===== config.mk =====
export PLATFORM = sky130hd
export DESIGN_NAME = uart_tx_packet_flat
export DESIGN_NICKNAME = d
export VERILOG_FILES = /design/src/rtl/uart_tx_packet_if.sv /design/src/rtl/uart_tx_packet.sv /design/src/flat_wrapper.sv
export SDC_FILE = /design/constraint.sdc
export NUM_CORES = 1
export LEC_CHECK = 0
export ABC_AREA = 1
export CAP_MARGIN = 20
export CORE_ASPECT_RATIO = 1.4
export CORE_MARGIN = 4
export CORE_UTILIZATION = 56
export CTS_CLUSTER_DIAMETER = 150
export DETAILED_ROUTE_END_ITERATION = 7
export HOLD_SLACK_MARGIN = 0.15
export PLACE_DENSITY = 0.94
export SLEW_MARGIN = 5
export SYNTH_ARGS = -nofsm -noshare
export SYNTH_HDL_FRONTEND = slang
export SYNTH_SLANG_ARGS = --single-unit
export TNS_END_PERCENT = 5

===== constraint.sdc =====
create_clock -name i_clock -period 9 [get_ports i_clock]
set_clock_uncertainty 0.05 [all_clocks]
set_input_delay 1.8 -clock i_clock [delete_from_list [all_inputs] [get_ports i_clock]]
set_output_delay 1.8 -clock i_clock [all_outputs]
set_load 0.02 [all_outputs]

===== src/rtl/uart_tx_packet_if.sv =====
// Handshake/data bundle between the command logic (master) and uart_tx_packet (slave).
interface uart_tx_packet_if #(
    parameter int MAX_BYTES = 16,
    parameter int LEN_W     = $clog2(MAX_BYTES + 1)
);
    logic                   i_txBegin;
    logic [8*MAX_BYTES-1:0] i_txData;
    logic [LEN_W-1:0]       i_txDataLength;
    logic                   i_msbFirst;
    logic                   i_abort;
    logic                   o_txBusy;
    logic                   o_txSerial;
    logic                   o_txDone;
    logic                   o_aborted;
    logic [LEN_W-1:0]       o_bytesSent;

    modport master (
        output i_txBegin, i_txData, i_txDataLength, i_msbFirst, i_abort,
        input  o_txBusy, o_txSerial, o_txDone, o_aborted, o_bytesSent
    );

    modport slave (
        input  i_txBegin, i_txData, i_txDataLength, i_msbFirst, i_abort,
        output o_txBusy, o_txSerial, o_txDone, o_aborted, o_bytesSent
    );
endinterface


===== src/rtl/uart_tx_packet.sv =====
// Packet UART transmitter: sends 0..MAX_BYTES latched bytes as 8N1-style frames with abort.
// Define UART_TX_PARITY_EN to add an even-parity bit after the data bits of every frame.
module uart_tx_packet #(
    parameter int CLOCKS_PER_BIT = 10,
    parameter int MAX_BYTES      = 16,
    parameter int STOP_BITS      = 1,
    parameter int GAP_CLOCKS     = 0,
    parameter int LEN_W          = $clog2(MAX_BYTES + 1)
) (
    input  logic             i_clock,
    input  logic             i_reset,
    uart_tx_packet_if.slave  bus
);
    localparam int STOP_CYC = STOP_BITS * CLOCKS_PER_BIT;
    localparam int TMAX     = (STOP_CYC > GAP_CLOCKS) ? STOP_CYC : GAP_CLOCKS;
    localparam int TMR_W    = $clog2(TMAX + 1);
    localparam int IDX_W    = (MAX_BYTES > 1) ? $clog2(MAX_BYTES) : 1;

    typedef logic [TMR_W-1:0] tmr_t;
    localparam tmr_t BIT_LOAD  = tmr_t'(CLOCKS_PER_BIT - 1);
    localparam tmr_t STOP_LOAD = tmr_t'(STOP_CYC - 1);
    localparam tmr_t GAP_LOAD  = tmr_t'((GAP_CLOCKS > 0) ? GAP_CLOCKS - 1 : 0);

    typedef enum logic [2:0] {
        S_IDLE, S_START, S_DATA,
`ifdef UART_TX_PARITY_EN
        S_PARITY,
`endif
        S_STOP, S_GAP, S_DONE
    } state_e;

    state_e                    state_q;
    tmr_t                      timer_q;
    logic [2:0]                bit_q;
    logic [7:0]                shift_q;
    logic [LEN_W-1:0]          idx_q, len_q, sent_q;
    logic                      msb_q, abort_pend_q, aborted_q;
    logic                      busy_q, done_q, serial_q;
    logic [MAX_BYTES-1:0][7:0] buf_q;
`ifdef UART_TX_PARITY_EN
    logic                      parity_q;
`endif

    logic [LEN_W-1:0] len_d, idx_d, sent_d, idx_next;
    logic [IDX_W-1:0] cur_idx;
    logic [7:0]       cur_byte;
    logic             abort_now, timer_done;

    assign len_d      = (bus.i_txDataLength > LEN_W'(MAX_BYTES)) ? LEN_W'(MAX_BYTES)
                                                                 : bus.i_txDataLength;
    assign idx_d      = bus.i_msbFirst ? len_d - 1'b1 : '0;
    assign sent_d     = sent_q + 1'b1;
    assign idx_next   = msb_q ? idx_q - 1'b1 : idx_q + 1'b1;
    // Clamp keeps the buffer select in range even for the wrapped index of an empty packet.
    assign cur_idx    = (idx_q < LEN_W'(MAX_BYTES)) ? IDX_W'(idx_q) : '0;
    assign cur_byte   = buf_q[cur_idx];
    assign abort_now  = abort_pend_q | bus.i_abort;
    assign timer_done = (timer_q == '0);

    // NOTE: the packet buffer has no reset; it is only read after a fresh acceptance loads it.
    always_ff @(posedge i_clock) begin
        if (state_q == S_IDLE && bus.i_txBegin) begin
            buf_q <= bus.i_txData;
        end
    end

    // NOTE: all state and outputs use non-blocking updates so every branch sees pre-edge values.
    always_ff @(posedge i_clock or posedge i_reset) begin
        if (i_reset) begin
            state_q      <= S_IDLE;
            timer_q      <= '0;
            bit_q        <= '0;
            shift_q      <= '0;
            idx_q        <= '0;
            len_q        <= '0;
            sent_q       <= '0;
            msb_q        <= 1'b0;
            abort_pend_q <= 1'b0;
            aborted_q    <= 1'b0;
            busy_q       <= 1'b0;
            done_q       <= 1'b0;
            serial_q     <= 1'b1;
`ifdef UART_TX_PARITY_EN
            parity_q     <= 1'b0;
`endif
        end else begin
            done_q <= 1'b0;
            if (!timer_done) timer_q <= timer_q - 1'b1;
            if (state_q != S_IDLE && state_q != S_DONE && bus.i_abort) abort_pend_q <= 1'b1;

            case (state_q)
                S_IDLE: begin
                    if (bus.i_txBegin) begin
                        msb_q        <= bus.i_msbFirst;
                        len_q        <= len_d;
                        idx_q        <= idx_d;
                        sent_q       <= '0;
                        aborted_q    <= 1'b0;
                        abort_pend_q <= 1'b0;
                        busy_q       <= 1'b1;
                        if (len_d == '0) begin
                            // Empty packet: one idle-high busy cycle through GAP, then DONE.
                            state_q <= S_GAP;
                            timer_q <= '0;
                        end else begin
                            state_q  <= S_START;
                            serial_q <= 1'b0;
                            timer_q  <= BIT_LOAD;
                        end
                    end
                end
                S_START: begin
                    if (timer_done) begin
                        state_q  <= S_DATA;
                        serial_q <= cur_byte[0];
                        shift_q  <= {1'b0, cur_byte[7:1]};
                        bit_q    <= '0;
                        timer_q  <= BIT_LOAD;
`ifdef UART_TX_PARITY_EN
                        parity_q <= ^cur_byte;
`endif
                    end
                end
                S_DATA: begin
                    if (timer_done) begin
                        if (bit_q == 3'd7) begin
`ifdef UART_TX_PARITY_EN
                            state_q  <= S_PARITY;
                            serial_q <= parity_q;
                            timer_q  <= BIT_LOAD;
`else
                            state_q  <= S_STOP;
                            serial_q <= 1'b1;
                            timer_q  <= STOP_LOAD;
`endif
                        end else begin
                            serial_q <= shift_q[0];
                            shift_q  <= {1'b0, shift_q[7:1]};
                            bit_q    <= bit_q + 3'd1;
                            timer_q  <= BIT_LOAD;
                        end
                    end
                end
`ifdef UART_TX_PARITY_EN
                S_PARITY: begin
                    if (timer_done) begin
                        state_q  <= S_STOP;
                        serial_q <= 1'b1;
                        timer_q  <= STOP_LOAD;
                    end
                end
`endif
                S_STOP: begin
                    if (timer_done) begin
                        sent_q <= sent_d;
                        if (sent_d == len_q || abort_now) begin
                            state_q   <= S_DONE;
                            busy_q    <= 1'b0;
                            done_q    <= 1'b1;
                            aborted_q <= abort_now;
                        end else begin
                            idx_q <= idx_next;
                            if (GAP_CLOCKS > 0) begin
                                state_q <= S_GAP;
                                timer_q <= GAP_LOAD;
                            end else begin
                                state_q  <= S_START;
                                serial_q <= 1'b0;
                                timer_q  <= BIT_LOAD;
                            end
                        end
                    end
                end
                S_GAP: begin
                    if (timer_done) begin
                        if (abort_now || sent_q == len_q) begin
                            state_q   <= S_DONE;
                            busy_q    <= 1'b0;
                            done_q    <= 1'b1;
                            aborted_q <= abort_now;
                        end else begin
                            state_q  <= S_START;
                            serial_q <= 1'b0;
                            timer_q  <= BIT_LOAD;
                        end
                    end
                end
                S_DONE:  state_q <= S_IDLE;
                default: state_q <= S_IDLE;
            endcase
        end
    end

    assign bus.o_txBusy    = busy_q;
    assign bus.o_txSerial  = serial_q;
    assign bus.o_txDone    = done_q;
    assign bus.o_aborted   = aborted_q;
    assign bus.o_bytesSent = sent_q;
endmodule

===== src/flat_wrapper.sv =====
// flat-port wrapper written by rule: the top's interface ports become plain ports
module uart_tx_packet_flat 
#(
    parameter int CLOCKS_PER_BIT = 10,
    parameter int MAX_BYTES      = 16,
    parameter int STOP_BITS      = 1,
    parameter int GAP_CLOCKS     = 0,
    parameter int LEN_W          = $clog2(MAX_BYTES + 1)
)
  (i_clock, i_reset, bus_i_txBegin, bus_i_txData, bus_i_txDataLength, bus_i_msbFirst, bus_i_abort, bus_o_txBusy, bus_o_txSerial, bus_o_txDone, bus_o_aborted, bus_o_bytesSent);
  uart_tx_packet_if #(.MAX_BYTES(MAX_BYTES), .LEN_W(LEN_W)) bus_i ();
  input  logic i_clock;
  input  logic i_reset;
  input wire logic [$bits(bus_i.i_txBegin)-1:0] bus_i_txBegin;
  input wire logic [$bits(bus_i.i_txData)-1:0] bus_i_txData;
  input wire logic [$bits(bus_i.i_txDataLength)-1:0] bus_i_txDataLength;
  input wire logic [$bits(bus_i.i_msbFirst)-1:0] bus_i_msbFirst;
  input wire logic [$bits(bus_i.i_abort)-1:0] bus_i_abort;
  output wire logic [$bits(bus_i.o_txBusy)-1:0] bus_o_txBusy;
  output wire logic [$bits(bus_i.o_txSerial)-1:0] bus_o_txSerial;
  output wire logic [$bits(bus_i.o_txDone)-1:0] bus_o_txDone;
  output wire logic [$bits(bus_i.o_aborted)-1:0] bus_o_aborted;
  output wire logic [$bits(bus_i.o_bytesSent)-1:0] bus_o_bytesSent;
  assign bus_i.i_txBegin = bus_i_txBegin;
  assign bus_i.i_txData = bus_i_txData;
  assign bus_i.i_txDataLength = bus_i_txDataLength;
  assign bus_i.i_msbFirst = bus_i_msbFirst;
  assign bus_i.i_abort = bus_i_abort;
  assign bus_o_txBusy = bus_i.o_txBusy;
  assign bus_o_txSerial = bus_i.o_txSerial;
  assign bus_o_txDone = bus_i.o_txDone;
  assign bus_o_aborted = bus_i.o_aborted;
  assign bus_o_bytesSent = bus_i.o_bytesSent;
  uart_tx_packet #(.CLOCKS_PER_BIT(CLOCKS_PER_BIT), .MAX_BYTES(MAX_BYTES), .STOP_BITS(STOP_BITS), .GAP_CLOCKS(GAP_CLOCKS), .LEN_W(LEN_W)) u_core (.i_clock(i_clock), .i_reset(i_reset), .bus(bus_i));
endmodule

==> results of run 1 <==
## cell type report
class / instances / area (um^2) / share of cell area
Clock inverter: 15 / 214 / 0.0221
Sequential cell: 166 / 4800 / 0.495
Tap cell: 178 / 223 / 0.0230
Multi-Input combinational cell: 428 / 2230 / 0.230
Timing Repair Buffer: 152 / 1510 / 0.155
Inverter: 80 / 300 / 0.0310
Clock buffer: 17 / 425 / 0.0439
## sequential cells by signal, indices dropped and copies added (netlist names)
| signal | cells |
|---|---|
| u_core.bus.o_txSerial | 1 |
| u_core.abort_pend_q | 1 |
| u_core.timer_q | 4 |
| u_core.idx_q | 5 |
| u_core.shift_q | 7 |
| u_core.len_q | 5 |
| u_core.bus.o_aborted | 1 |
| u_core.buf_q | 128 |
| u_core.bus.o_txBusy | 1 |
| u_core.msb_q | 1 |
| u_core.bus.o_txDone | 1 |
| u_core.bit_q | 3 |
| u_core.state_q | 3 |
| u_core.bus.o_bytesSent | 5 |
## cells in the mapped netlist, types with 5 or more instances
master	instances	area share
nand2_1	168	0.085
edfxtp_1	128	0.52
inv_1	72	0.036
nand3_1	69	0.046
o21ai_0	39	0.026
dfrtp_1	37	0.12
nor2_1	31	0.016
o211ai_1	26	0.026
o221ai_1	25	0.029
buf_2	17	0.011
a21oi_1	11	0.0074
o21ai_1	10	0.0067
ha_1	9	0.015
inv_2	8	0.0040
o22ai_1	5	0.0042
## stage by stage
step	cells	power [mW]	util	cell area (um^2)
2_1_floorplan	699	1.89	-	7450
3_3_place_gp	1004	2.12	0.700	9060
3_5_place_dp	1004	2.18	0.700	9060
4_1_cts	1036	2.98	0.750	9700
5_1_grt	1036	3.17	0.750	9700
6_report	1036	2.99	0.750	9700
## layer usage
layer  wire (um)  up-vias  track usage
met5           0        -            0
met1        6550     2876        0.272
met4         881        0        0.130
met2       10800      332        0.492
li1            -     2749            -
met3        1270       71       0.0424
## where the power goes
| part | total, mW | internal (mW) | switching (mW) |
|---|---|---|---|
| clock | 0.786 | 0.472 | 0.314 |
| sequential | 1.15 | 1.06 | 0.0932 |
| combinational | 1.06 | 0.350 | 0.705 |
| total | 2.99 | 1.88 | 1.11 |
## cell usage in the layout (no fill, tap or decap), types with 4 or more instances in the layout
cell type and count:
a21oi_1 11, buf_4 6, bufinv_16 4, clkbuf_16 17
clkdlybuf4s50_1 146, dfrtp_1 37, edfxtp_1 128, ha_1 9
inv_1 72, inv_2 8, inv_6 6, nand2_1 168
nand3_1 69, nor2_1 31, o211ai_1 26, o21ai_0 39
o21ai_1 10, o221ai_1 25, o22ai_1 5, or2_0 4
## worst max path at each step
stage	start	end	slack, ps
after detailed placement	bus_i_txBegin	u_core.buf_q[3]	4590
after CTS	bus_i_txBegin	u_core.buf_q[42]	5030
final	bus_i_txBegin	u_core.buf_q[90]	4990
after global placement	bus_i_txBegin	u_core.buf_q[115]	4660
after global routing	bus_i_txBegin	u_core.buf_q[118]	4880
after floorplan	bus_i_txBegin	u_core.bus.o_bytesSent[4]	2660
## tightest hold or removal path, delay by kind of cell (launching register included)
family / cells / cell delay, ps
DFF: 1 / 350
and+or+nand+nor: 2 / 110
## kinds of logic (layout without fill, tap and decap cells)
family,after synthesis,count (layout),synth area share
DFF,166,166,0.643
xor gates and xnor gates,2,2,0.00235
AOI/OAI and AO/OA,124,124,0.110
and+or+nand+nor,292,292,0.169
buffers and inverters,105,264,0.0577
adders and majority gates,10,10,0.0178
==> results.py, run 1 <==
metrics = {
    "cts": {
        "htree_levels": 4,
        "cts_made_buffers": 17,
        "clkTransAtPathRegs_ps": 60,
        "clockBufferDepth": 2,
        "clock_sinks": 166,
        "cts_tree": "built",
        "post-cts-setup-buffers": 0,
        "clk_latency_ps": 430,
        "cts_hold_buf": 0,
        "cts_resized": 0,
        "cts-root-buf": "clkbuf_16",
    },
    "synth": {
        "syn_area_mm2": 0.00745,
        "seq_area_frac_synth": 0.643,
        "yosysWarnings": 0,
        "synth_edf_count": 128,
        "synthArstFlopShare": 0.229,
        "ys_types": 38,
        "synth_ff_type": "edfxtp_1",
        "syn_avg_cell_area_um2": 10.7,
        "ys_seq_elements": 166,
        "netlist_instances": 699,
        "syn-num-nets": 847,
    },
    "setup_path": {
        "r2r.worst_path.cells": 5,
        "crit_fanout": 81,
        "crit_path_cell_trace": "clkdlybuf4s50_1 > inv_1 > nor2_4 > buf_4 > buf_4",
        "r2r-start": "u_core.state_q[1]",
        "crit_top_cell": "buf_4",
        "start_kind": "input port",
        "worstPathArrival_ps": 4010,
        "worstReg2RegEnd": "u_core.buf_q[90]",
        "rrSetupSlack_ps": 6210,
        "cp.depth": 5,
        "worst-setup-path-type": "input port to flip-flop",
        "critPathBufInv": 4,
        "cp-end-kind": "flip-flop",
        "slowest_stage": "buf_4",
        "critPathTopFamily": "buffers and inverters",
        "cp.required_ps": 9000,
        "critical_path.max_stage_delay_ps": 870,
    },
    "die": {
        "ios": 147,
        "die_x_um": 106,
        "start_util": 0.576,
        "die_area_mm2": 0.0152,
        "die_y_um": 145,
        "rows": 49,
        "core_mm2": 0.0129,
    },
    "layout": {
        "n_antenna_cell": 0,
        "fin_nets": 993,
        "syn_to_final_growth_pct": 30.1,
        "nFillCells": 802,
        "drive_gt1_frac": 0.0688,
    },
    "min_path": {
        "hp-class": "flip-flop to flip-flop",
        "hold_end": "u_core.bit_q[1]",
        "hold_path.startpoint": "u_core.bit_q[1]",
        "min_path_cells": 2,
    },
    "sta": {
        "fin_crit_sh": 0.446,
        "finalSetupViolations": 0,
        "worst_pin_slew_ps": 1040,
        "fin_crit_ps": 4010,
        "slew_viol_final": 0,
        "whs_ps": 441,
        "rsz0062_at_grt": "false",
        "fmax_mhz": 249,
        "hold_viol": 0,
        "relSlewSlack": 0.303,
        "worst_slack_ps": 4990,
        "timing.setup.tns_ps": 0,
    },
    "placement": {
        "io_buffers": 146,
        "post-place-ws_ps": 4590,
        "hpwlAfterDp_mm": 13.5,
        "finalWeightedCongestion": 0.910,
    },
    "power": {
        "p_leak_nw": 3.91,
        "power_density_mw_per_mm2": 308,
        "ir_drop_uv": 228,
    },
    "global_route": {
        "grt_usage": 0.257,
        "grt_pass1_vias": 6074,
        "grt_start_max_net_pins": 83,
        "antenna_found_initial": 0,
        "grt_first_pass_wirelength_mm": 30.0,
        "overflow": 0,
    },
    "job": {
        "max_cap_violations": 0,
    },
    "routing": {
        "vias_per_cell": 5.82,
        "drc_errors": 0,
        "postRouteAntennaNets": 0,
        "drt_iter0_markers": 581,
        "firstDrtPassIters": 7,
        "wl_per_cell_um": 18.9,
        "drt-total-wl_mm": 19.6,
        "num_vias": 6028,
    },
    "outcome": {
        "status": "finished clean",
    },
}
No activity file was read; power rests on OpenSTA's default activity.
==> run 2, diff against run 1 <==
- CORE_UTILIZATION: 56 -> 52
- PLACE_DENSITY: 0.94 -> 0.88
- clock period: 9 -> 3.95 ns (I/O delays scaled with it)
==> results.py, run 2 (same netlist as run 1, synthesis figures left out) <==
metrics = {
    "die": {
        "die_x_um": 109,
        "core_mm2": 0.0140,
        "rows": 51,
        "die_y_um": 150,
        "ios": 147,
        "start_util": 0.533,
        "die_area_mm2": 0.0163,
    },
    "min_path": {
        "hp-class": "flip-flop to flip-flop",
        "hold_end": "u_core.bit_q[1]",
        "hold_path.startpoint": "u_core.bit_q[1]",
        "min_path_cells": 2,
    },
    "layout": {
        "nFillCells": 963,
        "final_cell_mix": "nand2_1, clkdlybuf4s50_1, edfxtp_1",
        "fin_nets": 994,
        "final_common_cell": "nand2_1",
        "regMostFlops": "u_core.buf_q",
        "largest_reg_flops": 128,
        "drive_gt1_frac": 0.0710,
        "reg_top3": "u_core.buf_q: 128 flops, u_core.shift_q: 7 flops",
        "syn_to_final_growth_pct": 30.2,
    },
    "setup_path": {
        "rrSetupSlack_ps": 1360,
        "critical_path.max_stage_delay_ps": 780,
        "crit_path_cell_trace": "nor2_2 > buf_4 > inv_1 > o221ai_1 > nand3_1 > nand3_1 > nand3_1 > nand2_1 > nand2_1",
        "worstReg2RegEnd": "u_core.shift_q[4]",
        "r2r.worst_path.cells": 9,
        "r2r-start": "u_core.idx_q[4]",
        "start_kind": "flip-flop",
        "critPathTopFamily": "buffers and inverters",
        "worst-setup-path-type": "flip-flop to flip-flop",
        "cp.required_ps": 4250,
        "cp-end-kind": "flip-flop",
        "crit_top_cell": "nand3_1",
        "worstPathArrival_ps": 2890,
        "slowest_stage": "inv_1",
        "crit_path_start": "u_core.idx_q[4]",
        "critPathBufInv": 2,
        "crit_fanout": 30,
    },
    "power": {
        "ir_drop_uv": 404,
        "p_leak_nw": 3.90,
        "total_power_mw": 6.68,
        "power_density_mw_per_mm2": 688,
    },
    "sta": {
        "worst_pin_slew_ps": 1020,
        "slew_viol_final": 0,
        "hold_viol": 0,
        "fin_crit_sh": 0.655,
        "fmax_mhz": 386,
        "finalSetupViolations": 0,
        "relSlewSlack": 0.316,
        "rsz0062_at_grt": "false",
        "timing.setup.tns_ps": 0,
        "fin_crit_ps": 2590,
    },
    "cts": {
        "cts_resized": 0,
        "cts_made_buffers": 17,
        "post-cts-setup-buffers": 0,
        "clkTransAtPathRegs_ps": 70,
        "htree_levels": 4,
        "cts_hold_buf": 0,
        "clockBufferDepth": 2,
        "clock_sinks": 166,
        "clk_latency_ps": 420,
        "cts_tree": "built",
        "cts-root-buf": "clkbuf_16",
    },
    "global_route": {
        "grt_usage": 0.231,
        "antenna_found_initial": 2,
        "overflow": 0,
        "grt_first_pass_wirelength_mm": 28.7,
        "grt_pass1_vias": 5896,
        "grt_start_max_net_pins": 100,
    },
    "routing": {
        "postRouteAntennaNets": 0,
        "drc_errors": 0,
        "drt-total-wl_mm": 18.6,
        "drt_iter0_markers": 487,
        "num_vias": 5831,
        "wl_per_cell_um": 17.7,
        "firstDrtPassIters": 5,
        "vias_per_cell": 5.57,
    },
    "placement": {
        "io_buffers": 146,
        "finalWeightedCongestion": 0.890,
        "hpwlAfterDp_mm": 12.9,
    },
    "job": {
        "max_cap_violations": 0,
    },
    "outcome": {
        "status": "finished clean",
    },
}
-- run 2: cell types whose count changed in the layout (fill, tap and decap cells not counted), moves of 2 or more --
cell        before  now
bufinv_16        4    1
inv_6            6    2
inv_8            1    5
diode_2          0    2
clkinv_8         0    3
clkinvlp_4       0    2
-- run 2: routing by layer --
metal / vias to the layer above / track usage / routed length [um]
met5: - / 0 / 0
met4: 0 / 0.0967 / 727
met3: 58 / 0.0406 / 969
met2: 272 / 0.436 / 10300
met1: 2753 / 0.250 / 6580
li1: 2748 / - / -
-- run 2: how the worst max path moves through the flow --
stage / slack, ps / to / cells past startpoint
global route: 1110 / u_core.timer_q[3] / 15
finish: 1360 / u_core.shift_q[4] / 9
detailed placement: 980 / u_core.timer_q[0] / 12
CTS: 1400 / u_core.shift_q[4] / 9
global placement: 1120 / u_core.timer_q[0] / 14
floorplan: 290 / u_core.idx_q[0] / 8
-- run 2: final cells by class --
type                    count  area (um^2)  share of cell area
inverters                  80          300              0.0310
diodes                      2         5.00            0.000516
multi-input cells         428         2230               0.230
repair buffers            153         1530               0.157
well taps                 185          231              0.0239
flip-flops and latches    166         4800               0.494
clock buffers              17          425              0.0438
clock inverters            15          185              0.0191
-- run 2: report_power, final --
part	switching, mW	total (mW)	internal, mW
logic	1.58	2.40	0.815
registers	0.203	2.60	2.40
clock network	0.766	1.68	0.911
-- run 2: per-stage QoR --
| stage | utilization | setup WS (ps) | std cells | hold WS (ps) | area, um^2 |
|---|---|---|---|---|---|
| floorplan | - | 290 | 699 | 394 | 7460 |
| global placement | 0.650 | 1120 | 1012 | 413 | 9090 |
| detailed placement | 0.650 | 984 | 1012 | 420 | 9090 |
| CTS | 0.694 | 1400 | 1044 | 439 | 9700 |
| global route | 0.694 | 1110 | 1046 | 467 | 9700 |
| finish | 0.694 | 1360 | 1046 | 438 | 9700 |
-- run 2: worst min-delay path: stages, from the launching register on --
cell,delay [ps]
dfrtp_1,340
nand2_1,60
nand2_1,60
